[config.mk]
export PLATFORM = sky130hd
export DESIGN_NAME = sc_filter_phase_ctrl
export DESIGN_NICKNAME = d
export VERILOG_FILES = /design/src/rtl/sc_filter_phase_ctrl.sv
export SDC_FILE = /design/constraint.sdc
export NUM_CORES = 1
export LEC_CHECK = 0
export CAP_MARGIN = 25
export CORE_MARGIN = 3
export CORE_UTILIZATION = 47
export DETAILED_ROUTE_END_ITERATION = 10
export PLACE_DENSITY = 0.75
export SYNTH_ARGS = -nofsm -noshare
export SYNTH_HDL_FRONTEND = slang
export SYNTH_SLANG_ARGS = --single-unit
export TNS_END_PERCENT = 10
[constraint.sdc]
create_clock -name wb_clk_i -period 1.9 [get_ports wb_clk_i]
set_clock_uncertainty 0.05 [all_clocks]
set_input_delay 0.475 -clock wb_clk_i [delete_from_list [all_inputs] [get_ports wb_clk_i]]
set_output_delay 0.475 -clock wb_clk_i [all_outputs]
set_load 0.05 [all_outputs]
[src/rtl/sc_filter_phase_ctrl.sv]
// Two-phase non-overlapping clock sequencer for the switched-capacitor filter.
// Samples the comparator once per frame and reports polarity changes.
module sc_filter_phase_ctrl #(
    parameter int DIV_W     = 8,
    parameter int NOV_CYC   = 2,
    parameter int EVT_CNT_W = 16
) (
    input  logic                 wb_clk_i,
    input  logic                 wb_rst_i,
    input  logic                 en_i,
    input  logic [DIV_W-1:0]     half_period_i,
    input  logic                 clr_i,
    input  logic                 compout_i,
    output logic                 phi1_o,
    output logic                 phi2_o,
    output logic                 phi1b_o,
    output logic                 phi2b_o,
    output logic                 pol_o,
    output logic                 event_o,
    output logic                 polxevent_o,
    output logic [EVT_CNT_W-1:0] event_cnt_o,
    output logic                 busy_o
);

    localparam logic [2:0] S_IDLE = 3'd0;
    localparam logic [2:0] S_PH1  = 3'd1;
    localparam logic [2:0] S_NOV1 = 3'd2;
    localparam logic [2:0] S_PH2  = 3'd3;
    localparam logic [2:0] S_NOV2 = 3'd4;

    localparam int NOV_W = $clog2(NOV_CYC + 1);
    localparam int CNT_W = (DIV_W > NOV_W) ? DIV_W : NOV_W;
    localparam logic [CNT_W-1:0] NOV_LAST = CNT_W'(NOV_CYC - 1);

    logic [2:0]       state, state_nxt;
    logic [CNT_W-1:0] cnt, cnt_nxt;
    logic [DIV_W-1:0] heff;
    logic [CNT_W-1:0] h_last;
    logic             csync_meta, csync;
    logic             primed;
    logic             sample;
    logic             evt_nxt;

    // A programmed half period of 0 behaves as 1; the down-counter holds H-1 on phase entry.
    assign heff    = (half_period_i == '0) ? DIV_W'(1) : half_period_i;
    assign h_last  = CNT_W'(heff) - CNT_W'(1);
    assign sample  = (state == S_NOV2) && (cnt == '0);
    assign evt_nxt = sample && primed && (csync != pol_o);

    always_comb begin
        state_nxt = state;
        cnt_nxt   = cnt;
        case (state)
            S_IDLE: begin
                if (en_i) begin
                    state_nxt = S_PH1;
                    cnt_nxt   = h_last;
                end
            end
            S_PH1: begin
                if (cnt == '0) begin
                    state_nxt = S_NOV1;
                    cnt_nxt   = NOV_LAST;
                end else begin
                    cnt_nxt = cnt - CNT_W'(1);
                end
            end
            S_NOV1: begin
                if (cnt == '0) begin
                    state_nxt = S_PH2;
                    cnt_nxt   = h_last;
                end else begin
                    cnt_nxt = cnt - CNT_W'(1);
                end
            end
            S_PH2: begin
                if (cnt == '0) begin
                    state_nxt = S_NOV2;
                    cnt_nxt   = NOV_LAST;
                end else begin
                    cnt_nxt = cnt - CNT_W'(1);
                end
            end
            S_NOV2: begin
                // Run request is only honoured here, so frames always complete.
                if (cnt == '0) begin
                    state_nxt = en_i ? S_PH1 : S_IDLE;
                    cnt_nxt   = en_i ? h_last : '0;
                end else begin
                    cnt_nxt = cnt - CNT_W'(1);
                end
            end
            default: begin
                state_nxt = S_IDLE;
                cnt_nxt   = '0;
            end
        endcase
    end

    always_ff @(posedge wb_clk_i or posedge wb_rst_i) begin
        if (wb_rst_i) begin
            state       <= S_IDLE;
            cnt         <= '0;
            phi1_o      <= 1'b0;
            phi2_o      <= 1'b0;
            phi1b_o     <= 1'b1;
            phi2b_o     <= 1'b1;
            busy_o      <= 1'b0;
            csync_meta  <= 1'b0;
            csync       <= 1'b0;
            primed      <= 1'b0;
            pol_o       <= 1'b0;
            event_o     <= 1'b0;
            polxevent_o <= 1'b0;
            event_cnt_o <= '0;
        end else begin
            state       <= state_nxt;
            cnt         <= cnt_nxt;
            phi1_o      <= (state_nxt == S_PH1);
            phi2_o      <= (state_nxt == S_PH2);
            phi1b_o     <= (state_nxt != S_PH1);
            phi2b_o     <= (state_nxt != S_PH2);
            busy_o      <= (state_nxt != S_IDLE);
            csync_meta  <= compout_i;
            csync       <= csync_meta;
            if (sample) begin
                primed <= 1'b1;
                pol_o  <= csync;
            end else if (state == S_IDLE) begin
                primed <= 1'b0;
            end
            event_o     <= evt_nxt;
            polxevent_o <= evt_nxt && csync;
            // A clear landing on an event pulse keeps that event in the count.
            if (clr_i) begin
                event_cnt_o <= event_o ? EVT_CNT_W'(1) : '0;
            end else if (event_o && (event_cnt_o != {EVT_CNT_W{1'b1}})) begin
                event_cnt_o <= event_cnt_o + EVT_CNT_W'(1);
            end
        end
    end

endmodule

* After elaboration in Yosys (flattened, before gate mapping)
Cells that the tools add are included.
Storage, ports and cells: output and inout port bits 24, input bits 13, word-level logic and storage cells 59, flip-flop bits (word level) 38
Cells by class: add/subtract/negate cells 3, reduce and logical (&&, ||, !) cells 12, mux-type cells 19, eq/ne operators 11
Operators by type and width (number):
- 8-bit two-way mux | 6
- 16-bit two-way mux | 2
- 8-bit one-hot mux with 4 select lines | 1
- 16-bit by 1-bit adder with 16-bit output (second input constant) | 1
- 8-bit zero test | 2
- 16-bit != test (second input constant) | 1
- 8-bit by 1-bit subtractor with 8-bit output (second input constant) | 2
- 3-bit two-way mux | 5
- 3-bit one-hot mux with 5 select lines | 1
- 3-bit by 2-bit equality test with 1-bit output (second input constant) | 3
- 3-bit by 1-bit equality test with 1-bit output (second input constant) | 2
- 1-bit logical AND | 5
- 1-bit two-way mux | 4
- 2-bit nonzero test | 2
- 3-bit equality test (second input constant) | 1
- 3-bit zero test | 1
- 3-bit by 1-bit != test with 1-bit output (second input constant) | 1
- 3-bit by 2-bit != test with 1-bit output (second input constant) | 1
- 3-bit nonzero test | 1
- 2-bit != test (second input constant) | 1
- 2-bit OR reduction | 1
- 1-bit != test | 1

* Logic depth before layout (Yosys ltp)
depth in word-level cells 6, gate-level depth with buffers 6, gate-level depth less buffers 6

* Worst setup path before layout
OpenSTA, ideal clock, no wires.
path type register to register, start point reg event_cnt_o[5], end point reg event_cnt_o[15], clock period less this slack 2.070 ns, arrival 1.942 ns, setup time 0.078 ns, stages on the path, launching flop included 5, data required time 1.772 ns, path buffers 0, setup slack -0.170 ns, path through dfrtp_1 -> nand4_2 -> or2_2 -> or4_1 -> a21oi_1
Between the ends: longest elaborated chain between the ends 3, elaborated cells on any way between the ends 6, those cells by class 1 x add/sub; 1 x eq/ne; 2 x mux; 2 x reduce/logical
Ends and longest elaborated chain:
- start, declared | RTL line 21 | output logic [EVT_CNT_W-1:0] event_cnt_o,
- start signal, assigned | RTL line 136 | event_cnt_o <= event_o ? EVT_CNT_W'(1) : '0;
- start signal, assigned | RTL line 138 | event_cnt_o <= event_cnt_o + EVT_CNT_W'(1);
- 16-bit by 1-bit adder with 16-bit output / 16-bit != test (equally long branches) | RTL line 138, 137
- 16-bit two-way mux / 1-bit logical AND (equally long branches) | RTL line 137 | end else if (event_o && (event_cnt_o != {EVT_CNT_W{1'b1}})) begin
- 16-bit two-way mux / 2-bit nonzero test (equally long branches)
Several ways; a longest one is shown, not always the timed one. The select of a mux whose other input is x is not followed. A chain may end at the register's enable or synchronous reset.

* Worst setup path after layout
start point reg cnt[0], end point reg phi2b_o
Between the ends: longest elaborated chain between the ends 4, elaborated cells on any way between the ends 7, those cells by class 1 x eq/ne; 5 x mux; 1 x reduce/logical
Ends and longest elaborated chain:
- start, declared | RTL line 36 | logic [CNT_W-1:0] cnt, cnt_nxt;
- start signal, assigned | RTL line 118 | cnt <= cnt_nxt;
- 8-bit zero test *
- 3-bit two-way mux (on tied branches)
- 3-bit one-hot mux with 5 select lines * | RTL line 53 | case (state)
- 3-bit by 2-bit != test with 1-bit output * | RTL line 122 | phi2b_o <= (state_nxt != S_PH2);
- end signal, assigned | RTL line 122
- end, declared | RTL line 17 | output logic phi2b_o,
Mark *: on every way between the ends. The rest lies on a longest branch, timed or not.

==> flow_metrics.env <==
export IMPL_run_status="finished, violations left"
export IMPL_violations="negative setup slack"
export IMPL_slew_headroom=0.685
export IMPL_antenna_found_initial=0
export IMPL_n_antenna_cell=0
export IMPL_root_buffer="clkbuf_8"
export IMPL_io_pins=37
export IMPL_fp_dieW_um=73.1
export IMPL_drv_slew=0
export IMPL_drive_gt1_frac=0.363
export IMPL_yosysWarnings=0
export IMPL_ff2ff_path_depth=7
export IMPL_ys_ff_latch=38
export IMPL_drt_iter0_drc=107
export IMPL_drt_total_wl_mm=5.37
export IMPL_htree_levels=2
export IMPL_critical_path_max_stage_delay_ns=0.50
export IMPL_area_delta_synth_final_pct=41.3
export IMPL_slowest_stage="or4b_4"
export IMPL_cts_path_max_buffers=2
export IMPL_min_from="csync_meta$_DFF_PP0_"
export IMPL_initial_utilization=0.506
export IMPL_grt_pass1_wl_mm=8.77
export IMPL_nets=322
export IMPL_syn_nets=243
export IMPL_fillers=322
export IMPL_total_power_mw=2.96
export IMPL_vias_per_cell=5.89
export IMPL_grt_overflow=0
export IMPL_place_gp_congestion=0.936
export IMPL_r2r_end="phi2b_o$_DFF_PP1_"
export IMPL_design_area_um2=2990
export IMPL_vias=2098
export IMPL_hold_path_class="reg -> reg"
export IMPL_port_buffers=36
export IMPL_critPathArrivalTime_ns=2.13
export IMPL_clock_sinks=38
export IMPL_synth_flop_cell="dfrtp_1"
export IMPL_clk_latency_ns=0.30
export IMPL_utilization=0.716
export IMPL_rr_startpoint="cnt[0]$_DFFE_PP0P_"
export IMPL_cp_end_kind="flop"
export IMPL_setup_tns_ns=-0.125
export IMPL_numCtsBuffers=5
export IMPL_hpwl_mm=3.91
export IMPL_largest_reg_flops=16
export IMPL_rsz0062_at_grt="true"
export IMPL_num_rows=23
export IMPL_crit_fanout=5
export IMPL_grt_pass1_vias=1877
export IMPL_die_h_um=73.1
export IMPL_wire_per_inst_um=15.1
export IMPL_first_pass_iters=4
export IMPL_post_route_period_util=1.03
export IMPL_avgSynthCellArea_um2=9.35
export IMPL_synth_edf_count=0
export IMPL_syn_cell_area_um2=2110
export IMPL_die_area_um2=5340
export IMPL_total_leakage_power_nw=1.28
export IMPL_antenna_left=0
export IMPL_whs_path_depth=0
export IMPL_setup_viol=3
export IMPL_powerDensity_nw_per_um2=991
export IMPL_report_final_hold_viol_count=0
export IMPL_ys_async_sr_fraction=1.00
export IMPL_placed_cell_area_um2=2810
export IMPL_hold_end="csync$_DFF_PP0_"
export IMPL_critPathLaunchType="flop"
export IMPL_grt_usage=0.210
export IMPL_clkTransAtPathRegs_ns=0.08
export IMPL_core_area_um2=4170
export IMPL_grt_max_degree=31
export IMPL_cp_cell_sequence="inv_2 > ha_4 > or4b_4 > buf_6 > nor2_4 > xnor2_2 > or3b_1"
export IMPL_reg_top3="event_cnt_o (16), cnt (8), state (3)"
export IMPL_peakVddDrop_mv=0.601
export IMPL_cts_tree="done"
export IMPL_worst_slew_pin_slew_ns=0.472
export IMPL_r2r_setup_slack_ns=-0.06
export IMPL_post_cts_setup_buffer_count=0
export IMPL_dpl_worst_slack_ns=-0.335
export IMPL_top_register="event_cnt_o"
export IMPL_required_ns=2.07
export IMPL_fin_crit_ns=1.96
export IMPL_synthCells=226
export IMPL_finalWorstSetupSlack_ns=-0.0566
export IMPL_ys_seq_area_frac=0.451
export IMPL_drv_cap=0
export IMPL_path_class="reg -> reg"
export IMPL_post_route_drc_count=0
export IMPL_fmax_mhz=511
export IMPL_synth_cell_types=55
[report_power, final]
part,internal (mW),switching (mW),total (mW)
clock network,0.292,0.304,0.596
logic,0.601,0.696,1.30
registers,0.962,0.105,1.07
total,1.86,1.10,2.96
[timing repair]
item / in CTS / in global routing
setup endpoints to repair: 10 / 16
pin swaps: 3 / 4
hold buffers: 0 / 0
resized for setup: 6 / 9
[how the worst max path moves through the flow]
stage                                      from  slack (ns)                         end  depth (start not counted)
detailed placement             half_period_i[2]       -0.34          cnt[6]$_DFFE_PP0P_                          7
floorplan           event_cnt_o[13]$_DFFE_PP0P_       -0.07  event_cnt_o[0]$_DFFE_PP0P_                          4
global route                 cnt[0]$_DFFE_PP0P_       -0.13           phi2b_o$_DFF_PP1_                          7
global placement               half_period_i[2]       -0.24          cnt[6]$_DFFE_PP0P_                          7
CTS                          cnt[0]$_DFFE_PP0P_       -0.06           phi2b_o$_DFF_PP1_                          7
finish                       cnt[0]$_DFFE_PP0P_       -0.06           phi2b_o$_DFF_PP1_                          7
[synthesized netlist by cell type, types with 4 or more instances]
| cell type | instances | area, µm² |
|---|---|---|
| inv_1 | 12 | 45.0 |
| nor4_1 | 4 | 25.0 |
| ha_1 | 4 | 50.1 |
| nand3_1 | 10 | 50.1 |
| or3_1 | 5 | 31.3 |
| a211oi_1 | 6 | 45.0 |
| nor3_1 | 10 | 50.1 |
| dfrtp_1 | 36 | 901 |
| nand2_1 | 22 | 82.6 |
| o31ai_1 | 7 | 52.6 |
| a21oi_1 | 18 | 90.1 |
| o21ai_0 | 6 | 30.0 |
| or4_1 | 5 | 37.5 |
| o22ai_1 | 4 | 25.0 |
| nor2_1 | 13 | 48.8 |
[final cells by class]
cell class / instances / area, µm² / share of cell area
tap: 50 / 62.6 / 0.0209
inverter: 12 / 45.0 / 0.0151
multi-input combinational: 170 / 1170 / 0.392
clock inverter: 2 / 12.5 / 0.00419
clock buffer: 6 / 82.6 / 0.0276
timing repair buffer: 78 / 644 / 0.216
sequential: 38 / 968 / 0.324
[worst max-delay path, delay by kind of cell (launching register included)]
family | cells | cell delay [ns]
XOR/XNOR | 1 | 0.08
buffers and inverters | 2 | 0.24
AND/OR/NAND/NOR | 3 | 0.98
flip-flops | 1 | 0.41
adder cells (fa/ha/maj) | 1 | 0.13
[metrics by stage]
stage,hold WS [ns],std cells
floorplan,0.281,226
global placement,0.287,348
detailed placement,0.286,348
CTS,0.304,356
global route,0.337,356
finish,0.303,356
[layout by cell type (no fill, tap or decap), drive strengths merged, types with 2 or more instances in the layout]
cell	netlist	routed
nor3	10	10
nand2	22	22
nor2b	2	2
a21oi	18	18
dfrtp	36	36
nand3	10	10
a31oi	3	3
nor4	6	6
nor3b	3	3
nor2	14	14
a211oi	6	6
and3	3	3
mux2i	3	3
ha	4	4
or4b	2	2
clkbuf	2	6
o31ai	7	7
and2	2	2
or4	6	6
clkdlybuf4s50	0	12
o22ai	4	4
inv	12	12
o221ai	2	2
xor2	3	3
o41ai	3	3
nand4	4	4
xnor2	3	3
buf	4	66
dfstp	2	2
o21ai	7	7
or3	5	5
o211ai	2	2
[kinds of logic (layout without fill, tap and decap cells)]
kind of cell,Yosys count,after routing,synth area share
and+or+nand+nor,96,96,0.259
AOI/OAI and AO/OA,60,60,0.188
DFF,38,38,0.451
buffers and inverters,18,98,0.0337
xor gates and xnor gates,6,6,0.0249
adders and majority gates,4,4,0.0237
muxes,4,4,0.0195
[layer usage]
layer	wire [µm]	GRT usage	up-vias
met4	93	0.0881	0
li1	-	-	1019
met1	2560	0.302	1018
met5	0	0	-
met3	259	0.0441	8
met2	2460	0.304	53
Power figures use the tool's default switching activity.
